File: src/rtl/instr_encoder.sv
// Instruction encoder: packs field bundles into 16-bit words and streams them
// through a one-entry write buffer to instruction memory at incrementing addresses.
module instr_encoder (
  input  logic        clk,
  input  logic        rst,
  input  logic        start,
  input  logic [15:0] base,
  input  logic        in_valid,
  output logic        in_ready,
  input  logic [4:0]  in_op,
  input  logic [1:0]  in_func,
  input  logic [2:0]  in_rs,
  input  logic [2:0]  in_rt,
  input  logic [2:0]  in_rd,
  input  logic [10:0] in_imm,
  input  logic        mem_stall,
  output logic        wr_en,
  output logic [15:0] wr_addr,
  output logic [15:0] wr_data,
  output logic [15:0] insn_count,
  output logic        busy,
  output logic        done
);

  typedef enum logic [1:0] {
    S_IDLE  = 2'd0,
    S_RUN   = 2'd1,
    S_DRAIN = 2'd2,
    S_DONE  = 2'd3
  } state_e;

  state_e      state_q, state_d;
  logic        buf_vld_q, buf_vld_d;
  logic [15:0] buf_addr_q, buf_addr_d;
  logic [15:0] buf_data_q, buf_data_d;
  logic [15:0] addr_q, addr_d;
  logic [15:0] cnt_q, cnt_d;

  logic start_ok;
  logic accept;
  logic complete;

  // Every 5-bit opcode maps to exactly one format; I1 covers the remaining codes.
  function automatic logic [15:0] encode(
    input logic [4:0]  op,
    input logic [1:0]  func,
    input logic [2:0]  rs,
    input logic [2:0]  rt,
    input logic [2:0]  rd,
    input logic [10:0] imm
  );
    logic [15:0] w;
    casez (op)
      5'b000??:                         w = {op, 11'd0};
      5'b00100, 5'b00110:               w = {op, imm};
      5'b00101, 5'b00111, 5'b011??,
      5'b10010, 5'b11000:               w = {op, rs, imm[7:0]};
      5'b11001:                         w = {op, rs, 3'b000, rd, 2'b00};
      5'b11010, 5'b11011, 5'b111??:     w = {op, rs, rt, rd, func};
      default:                          w = {op, rs, rd, imm[4:0]};
    endcase
    return w;
  endfunction

  assign in_ready = (state_q == S_RUN) && (!buf_vld_q || !mem_stall);
  assign start_ok = start && ((state_q == S_IDLE) || (state_q == S_DONE));
  assign accept   = in_valid && in_ready;
  assign complete = buf_vld_q && !mem_stall;

  always_comb begin
    state_d    = state_q;
    buf_vld_d  = buf_vld_q;
    buf_addr_d = buf_addr_q;
    buf_data_d = buf_data_q;
    addr_d     = addr_q;
    cnt_d      = cnt_q;

    case (state_q)
      S_IDLE, S_DONE: if (start_ok) state_d = S_RUN;
      S_RUN:          if (accept && (in_op == 5'd0)) state_d = S_DRAIN;
      S_DRAIN:        if (!buf_vld_q || complete) state_d = S_DONE;
      default:        state_d = S_IDLE;
    endcase

    if (start_ok) begin
      addr_d = base & 16'hFFFE;
    end else if (accept) begin
      addr_d = addr_q + 16'd2;
    end

    if (start_ok) begin
      cnt_d = 16'd0;
    end else if (complete && (cnt_q != 16'hFFFF)) begin
      cnt_d = cnt_q + 16'd1;
    end

    // A fresh acceptance refills the buffer even as the old word retires.
    if (accept) begin
      buf_vld_d  = 1'b1;
      buf_addr_d = addr_q;
      buf_data_d = encode(in_op, in_func, in_rs, in_rt, in_rd, in_imm);
    end else if (complete) begin
      buf_vld_d  = 1'b0;
    end
  end

  always_ff @(posedge clk or negedge rst) begin
    if (!rst) begin
      state_q    <= S_IDLE;
      buf_vld_q  <= 1'b0;
      buf_addr_q <= 16'd0;
      buf_data_q <= 16'd0;
      addr_q     <= 16'd0;
      cnt_q      <= 16'd0;
    end else begin
      state_q    <= state_d;
      buf_vld_q  <= buf_vld_d;
      buf_addr_q <= buf_addr_d;
      buf_data_q <= buf_data_d;
      addr_q     <= addr_d;
      cnt_q      <= cnt_d;
    end
  end

  assign wr_en      = buf_vld_q;
  assign wr_addr    = buf_addr_q;
  assign wr_data    = buf_data_q;
  assign insn_count = cnt_q;
  assign busy       = (state_q == S_RUN) || (state_q == S_DRAIN);
  assign done       = (state_q == S_DONE);

endmodule

File: config.mk
export PLATFORM = sky130hd
export DESIGN_NAME = instr_encoder
export DESIGN_NICKNAME = d
export VERILOG_FILES = /design/src/rtl/instr_encoder.sv
export SDC_FILE = /design/constraint.sdc
export NUM_CORES = 1
export LEC_CHECK = 0
export BUFFER_PORTS_ARGS = -buffer_cell sky130_fd_sc_hd__clkbuf_2
export CAP_MARGIN = 10
export CELL_PAD_IN_SITES_DETAIL_PLACEMENT = 0
export CELL_PAD_IN_SITES_GLOBAL_PLACEMENT = 1
export CORE_ASPECT_RATIO = 0.9
export CORE_MARGIN = 5
export CORE_UTILIZATION = 35
export CTS_CLUSTER_DIAMETER = 100
export CTS_CLUSTER_SIZE = 8
export DETAILED_ROUTE_END_ITERATION = 7
export HOLD_SLACK_MARGIN = 0.1
export MAX_ROUTING_LAYER = met4
export PLACE_DENSITY_LB_ADDON = 0.1
export SYNTH_ARGS = -nofsm -noshare
export SYNTH_HDL_FRONTEND = slang
export SYNTH_SLANG_ARGS = --single-unit
export TNS_END_PERCENT = 100
File: constraint.sdc
create_clock -name clk -period 2 [get_ports clk]
set_input_delay 0.4 -clock clk [delete_from_list [all_inputs] [get_ports clk]]
set_output_delay 0.4 -clock clk [all_outputs]
set_load 0.01 [all_outputs]
* Word-level counts from Yosys, hierarchy flattened *
Index checks and enable logic that the tools add are counted.

storage, ports and cells
  logic and storage cells = 60
  bits in registers = 67
  output and inout port bits = 52

operators by class
  $add $sub $neg = 2
  equal/unequal tests = 18
  reduce and logical (&&, ||, !) cells = 23
  muxes and demuxes = 11

operators by type and width
  kind                     count
  $mux W16                 4
  $pmux W11 S5             1
  $eq A5 B5 Y1 const B     5
  $eq A5 B3 Y1 const B     4
  $add A16 B1 Y16 const B  1
  $add A16 B2 Y16 const B  1
  $ne A16 B16 Y1 const B   1
  $logic_and A1 B1 Y1      6
  $mux W2                  3
  $pmux W2 S3              1
  $reduce_bool A2 Y1       3
  $logic_not A5 Y1         1
  $reduce_or A5 Y1         1
  $eq A2 B2 Y1 const B     2
  $logic_or A1 B1 Y1       4
  $ne A2 B2 Y1 const B     2
  $reduce_or A2 Y1         2
  $eq A3 B2 Y1 const B     1
  $eq A3 B3 Y1 const B     1
  $logic_not A3 Y1         1
  $reduce_and A3 Y1        1
  $reduce_or A3 Y1         1
  $eq A2 B1 Y1 const B     1
  $logic_not A1 Y1         2
  3 further kinds          4

* Depth between registers and ports, before layout *
  depth after elaboration = 7
  gate-level depth with buffers = 8
  gate-level depth less buffers = 6

* Worst setup path after synthesis *
No wires, ideal clock.

  path type = reg-to-reg
  from = register state_q[0]
  to = register buf_addr_q[1] (netlist: wr_addr[1])
  cell stages (with the launch flop) = 7
  path buffers = 2
  path slack = 104 ps
  period minus slack after synthesis = 1896 ps
  arrival time = 1771 ps
  cells stage by stage = dfrtp_1 > ha_1 > a21boi_1 > buf_2 > nand2_1 > clkbuf_1 > mux2_2

between the ends
  cells in the longest elaborated chain, start to end = 3

ends and longest elaborated chain
  item                    line  source
  start, declared         32    state_e state_q, state_d;
  start signal, assigned  116   state_q <= state_d;
  $eq A2 B1 Y1            65    assign in_ready = (state_q == S_RUN) && (!buf_vld_q || !mem_stall);
  $logic_and A1 B1 Y1     65
  net in_ready            9     output logic in_ready,
  $logic_and A1 B1 Y1     67    assign accept = in_valid && in_ready;
  end signal, assigned    118   buf_addr_q <= buf_addr_d;
  end, declared           34    logic [15:0] buf_addr_q, buf_addr_d;

The timed path passes the listed nets, and every way through them passes these cells.
A chain may end at the register's enable or synchronous reset.

* Worst setup path in the final report *
  from = register state_q[1]
  to = output in_ready

between the ends
  cells in the longest elaborated chain, start to end = 2

ends and longest elaborated chain
  item                 line
  $eq A2 B1 Y1         65
  $logic_and A1 B1 Y1  65
  end, declared        9

Every way passes these cells.

==> summary.md <==
| Metric | Value |
|---|---|
| Critical path startpoint category | `flip-flop` |
| Residual DRC | `0` |
| Crit path max fanout | `5` |
| Dpl hpwl | `between 6000 and 7000 um` |
| Chip height | `just over 100 um` |
| Achievable frequency | `~530 MHz` |
| Power per cell area | `1310 nW/um2` |
| DRT iter0 DRCs | `86` |
| FP Rows | `33` |
| Clk root buf | `clkbuf_8` |
| P_sw | `2110 uW` |
| Switching share of power | `0.368` |
| Crit end category | `output pin` |
| Mapped Avg Cell Area | `a little under 10 um2` |
| FF-to-FF path depth | `8` |
| Global-route wire length before repair | `14700 um` |
| Worst reg2reg path startpoint | `state_q[1]` |
| Clock Power Share | `0.224` |
| Leak | `about 0.002 uW` |
| Crit path depth | `5` |
| Die ar. | `11500 um2` |
| Initial core utilization | `0.360` |
| Post-Route Setup TNS | `0 ns` |
| Comb pwr share | `0.392` |
| Slew of the pin with the lowest slew margin | `0.570 ns` |
| DRT Pass-1 Iters | `4` |
| Final setup viols | `0` |
| Relative slew margins | `0.615` |
| DIE WIDTH | `approximately 110 um` |
| Fin. max-slew vios | `0` |
| Quantity of I/O buffers inserted on ports | `97` |
| CP delay by family, top | `buffers and inverters` |
| WHS | `approximately 0.27 ns` |
| Total grt overflow | `0` |
| Final Cell Area | `4400 um2` |
| Worst setup path class | `flip-flop to output pin` |
| Buf/Inv on CP | `3` |
| Nets | `513` |
| Initial antenna violation count | `0` |
| TritonCTS clock tree | `yes` |
| Vias in the first global route | `between 3000 and 4000` |
| Fin crit period | `around 1.9 ns` |
| Reg power frac | `0.384` |
| Main synth FF type | `dfrtp_1` |
| Hold Crit Class | `primary input to flip-flop` |
| Clk sinks | `between 60 and 70` |
| Max Root-Sink Buffers | `2` |
| Skew final | `between 0.01 and 0.015 ns` |
| MaxCap Viol Count | `0` |
| Reg-to-reg slack, setup | `roughly 0.14 ns` |
| WL final | `~9100 um` |
| Ys Warns | `0` |
| Maximum VDD drop | `0.000533 V` |
| Commonest non-fill, non-tap cell in the layout | `clkbuf_2` |
| Status | `completed` |
| Post-DRT Antenna Nets | `0` |
| H-tree levels | `3` |
| Critical Path End | `in_ready` |
| Clock Latency Late Sink | `0.35 ns` |
| Design internal power | `roughly 3600 uW` |
| I/O Pins | `100` |
| Worst setup path start | `state_q[1]` |
| Post-synth EDFFs | `0` |
| Via count | `2992` |
| Cells after synthesis | `338` |
| FFs w/ async S/R, synth | `1.00` |
| RR Endpoint | `addr_q[10]` |
| Critical Path RT | `about 1.6 ns` |
| GP Congestion | `~0.75` |
| Critical Path Slowest Stage Cell | `dfrtp_1` |
| Part of the cycle the worst path needs | `0.947` |
| Slowest stage delay, CP | `roughly 0.4 ns` |
| N_diodes | `0` |
| Crit path cell chain | `inv_1 > ha_4 > a21boi_4 > buf_6 > clkbuf_2` |
| Seq/Total Area, Yosys | `0.493` |
| Largest net degree at the start of global routing | `66` |
| Syn_nets | `392` |
| Area Overhead vs Synth | `33.2%` |
| Area of the mapped netlist | `about 3300 um2` |
| Vias per cell | `5.11` |
| Final core utilization | `0.480` |
| Netlist cell types | `46` |
| #FFs+latches synth | `65` |
| Share of layout cells above drive strength 1 | `0.362` |
| Worst path arrival time | `roughly 1.5 ns` |
| GRT Util Overall | `0.165` |
| Commonest non-fill, non-tap cells in the layout | `96 x clkbuf_2, 65 x dfrtp_1, 36 x nand2_1` |
| Worst-path clk slew | `around 0.080 ns` |
| Final number of hold-violating endpoints | `0` |
| Placed instance area | `roughly 4100 um2` |
| Unrepaired setup endpoints after global routing | `no` |
| Routed WL per cell | `15.4 um` |
| Core box area | `around 9200 um2` |
| Total CTS buffers | `9` |
worst reg2reg max path: stages, from the launching register on:
cell and delay [ns]:
dfrtp_1 0.41, inv_1 0.12, ha_4 0.15, a21boi_4 0.20, buf_6 0.15, buf_4 0.11, nand3_1 0.14, or3_1 0.34
a31oi_1 0.17
cells by family (layout without fill, tap and decap cells):
| group | Yosys count | in the layout | synth area share |
|---|---|---|---|
| adders and majority gates | 6 | 6 | 0.0228 |
| AOI/OAI and AO/OA | 82 | 82 | 0.165 |
| DFF | 65 | 65 | 0.493 |
| other | 1 | 1 | 0.00114 |
| and+or+nand+nor | 133 | 133 | 0.206 |
| xor gates and xnor gates | 7 | 7 | 0.0186 |
| buffers and inverters | 26 | 152 | 0.0319 |
| muxes | 18 | 18 | 0.0614 |
sequential cells by signal, summed over array words and instances, names as in the netlist:
signal,flops
wr_addr,15
wr_en,1
addr_q,15
state_q,2
wr_data,16
insn_count,16
synth_stat cells, types with 2 or more instances:
| cell type | n | area share |
|---|---|---|
| nor2_1 | 32 | 0.036 |
| a31oi_1 | 10 | 0.019 |
| nor4_1 | 3 | 0.0057 |
| dfrtp_1 | 65 | 0.49 |
| inv_1 | 9 | 0.010 |
| o21ai_0 | 20 | 0.030 |
| xor2_1 | 6 | 0.016 |
| or3_1 | 11 | 0.021 |
| and2_1 | 3 | 0.0057 |
| or4_1 | 8 | 0.018 |
| nor3_1 | 3 | 0.0045 |
| a21oi_1 | 15 | 0.023 |
| a221oi_1 | 11 | 0.029 |
| buf_2 | 3 | 0.0045 |
| nand2_1 | 36 | 0.041 |
| o311ai_0 | 3 | 0.0080 |
| ha_1 | 6 | 0.023 |
| o211ai_1 | 2 | 0.0045 |
| mux2_2 | 18 | 0.061 |
| o31ai_1 | 9 | 0.020 |
| clkbuf_1 | 13 | 0.015 |
| nor2b_1 | 2 | 0.0038 |
| o21a_1 | 2 | 0.0045 |
| nand4_1 | 8 | 0.015 |
| and3_1 | 3 | 0.0057 |
| o41ai_1 | 3 | 0.0080 |
| nand2b_1 | 4 | 0.0076 |
| and4_1 | 3 | 0.0080 |
| nand3_1 | 10 | 0.015 |
how the worst min path moves through the flow:
stage | startpoint | cells after the start | slack [ns] | endpoint
after global placement | rst | 2 | 0.45 | wr_addr[6]
final | base[8] | 3 | 0.27 | addr_q[8]
after floorplan | rst | 0 | 0.10 | addr_q[10]
after global routing | base[5] | 3 | 0.25 | addr_q[5]
after detailed placement | rst | 2 | 0.45 | wr_addr[5]
after CTS | base[5] | 3 | 0.25 | addr_q[5]
per-layer routing:
layer	routed length, um	global-route usage
met5	0	-
met4	66	0.0407
met3	424	0.0480
met2	4200	0.261
met1	4360	0.211
final cells by class:
class,count,area (um2)
fillers,931,4770
multi-input cells,247,1600
well taps,122,153
clock inverters,6,90.1
flip-flops and latches,65,1630
repair buffers,127,752
inverters,9,33.8
clock buffers,10,138
power by group through the flow:
| stage | sequential (uW) | clock, uW | combinational (uW) |
|---|---|---|---|
| CTS | 2200 | 1340 | 2210 |
| global placement | 2210 | 0 | 2180 |
| finish | 2200 | 1290 | 2250 |
| floorplan | 2330 | 0 | 1100 |
| global route | 2290 | 1400 | 2520 |
| detailed placement | 2220 | 0 | 2200 |
per-stage QoR:
| step | std cells | setup WS, ns | power, uW |
|---|---|---|---|
| 2_1_floorplan | 338 | 0.104 | 3440 |
| 4_1_cts | 582 | 0.00340 | 5750 |
| 6_report | 586 | 0.107 | 5740 |
| 5_1_grt | 586 | 0.00238 | 6210 |
| 3_5_place_dp | 565 | -0.00545 | 4420 |
| 3_3_place_gp | 565 | 0.0599 | 4380 |
repair_timing:
action,CTS,global route
hold endpoints to repair,65,0
gates resized for setup,0,9
hold buffers,1,0
setup endpoints to repair,0,7
setup buffers,0,3
(Power assumes the default switching activity.)
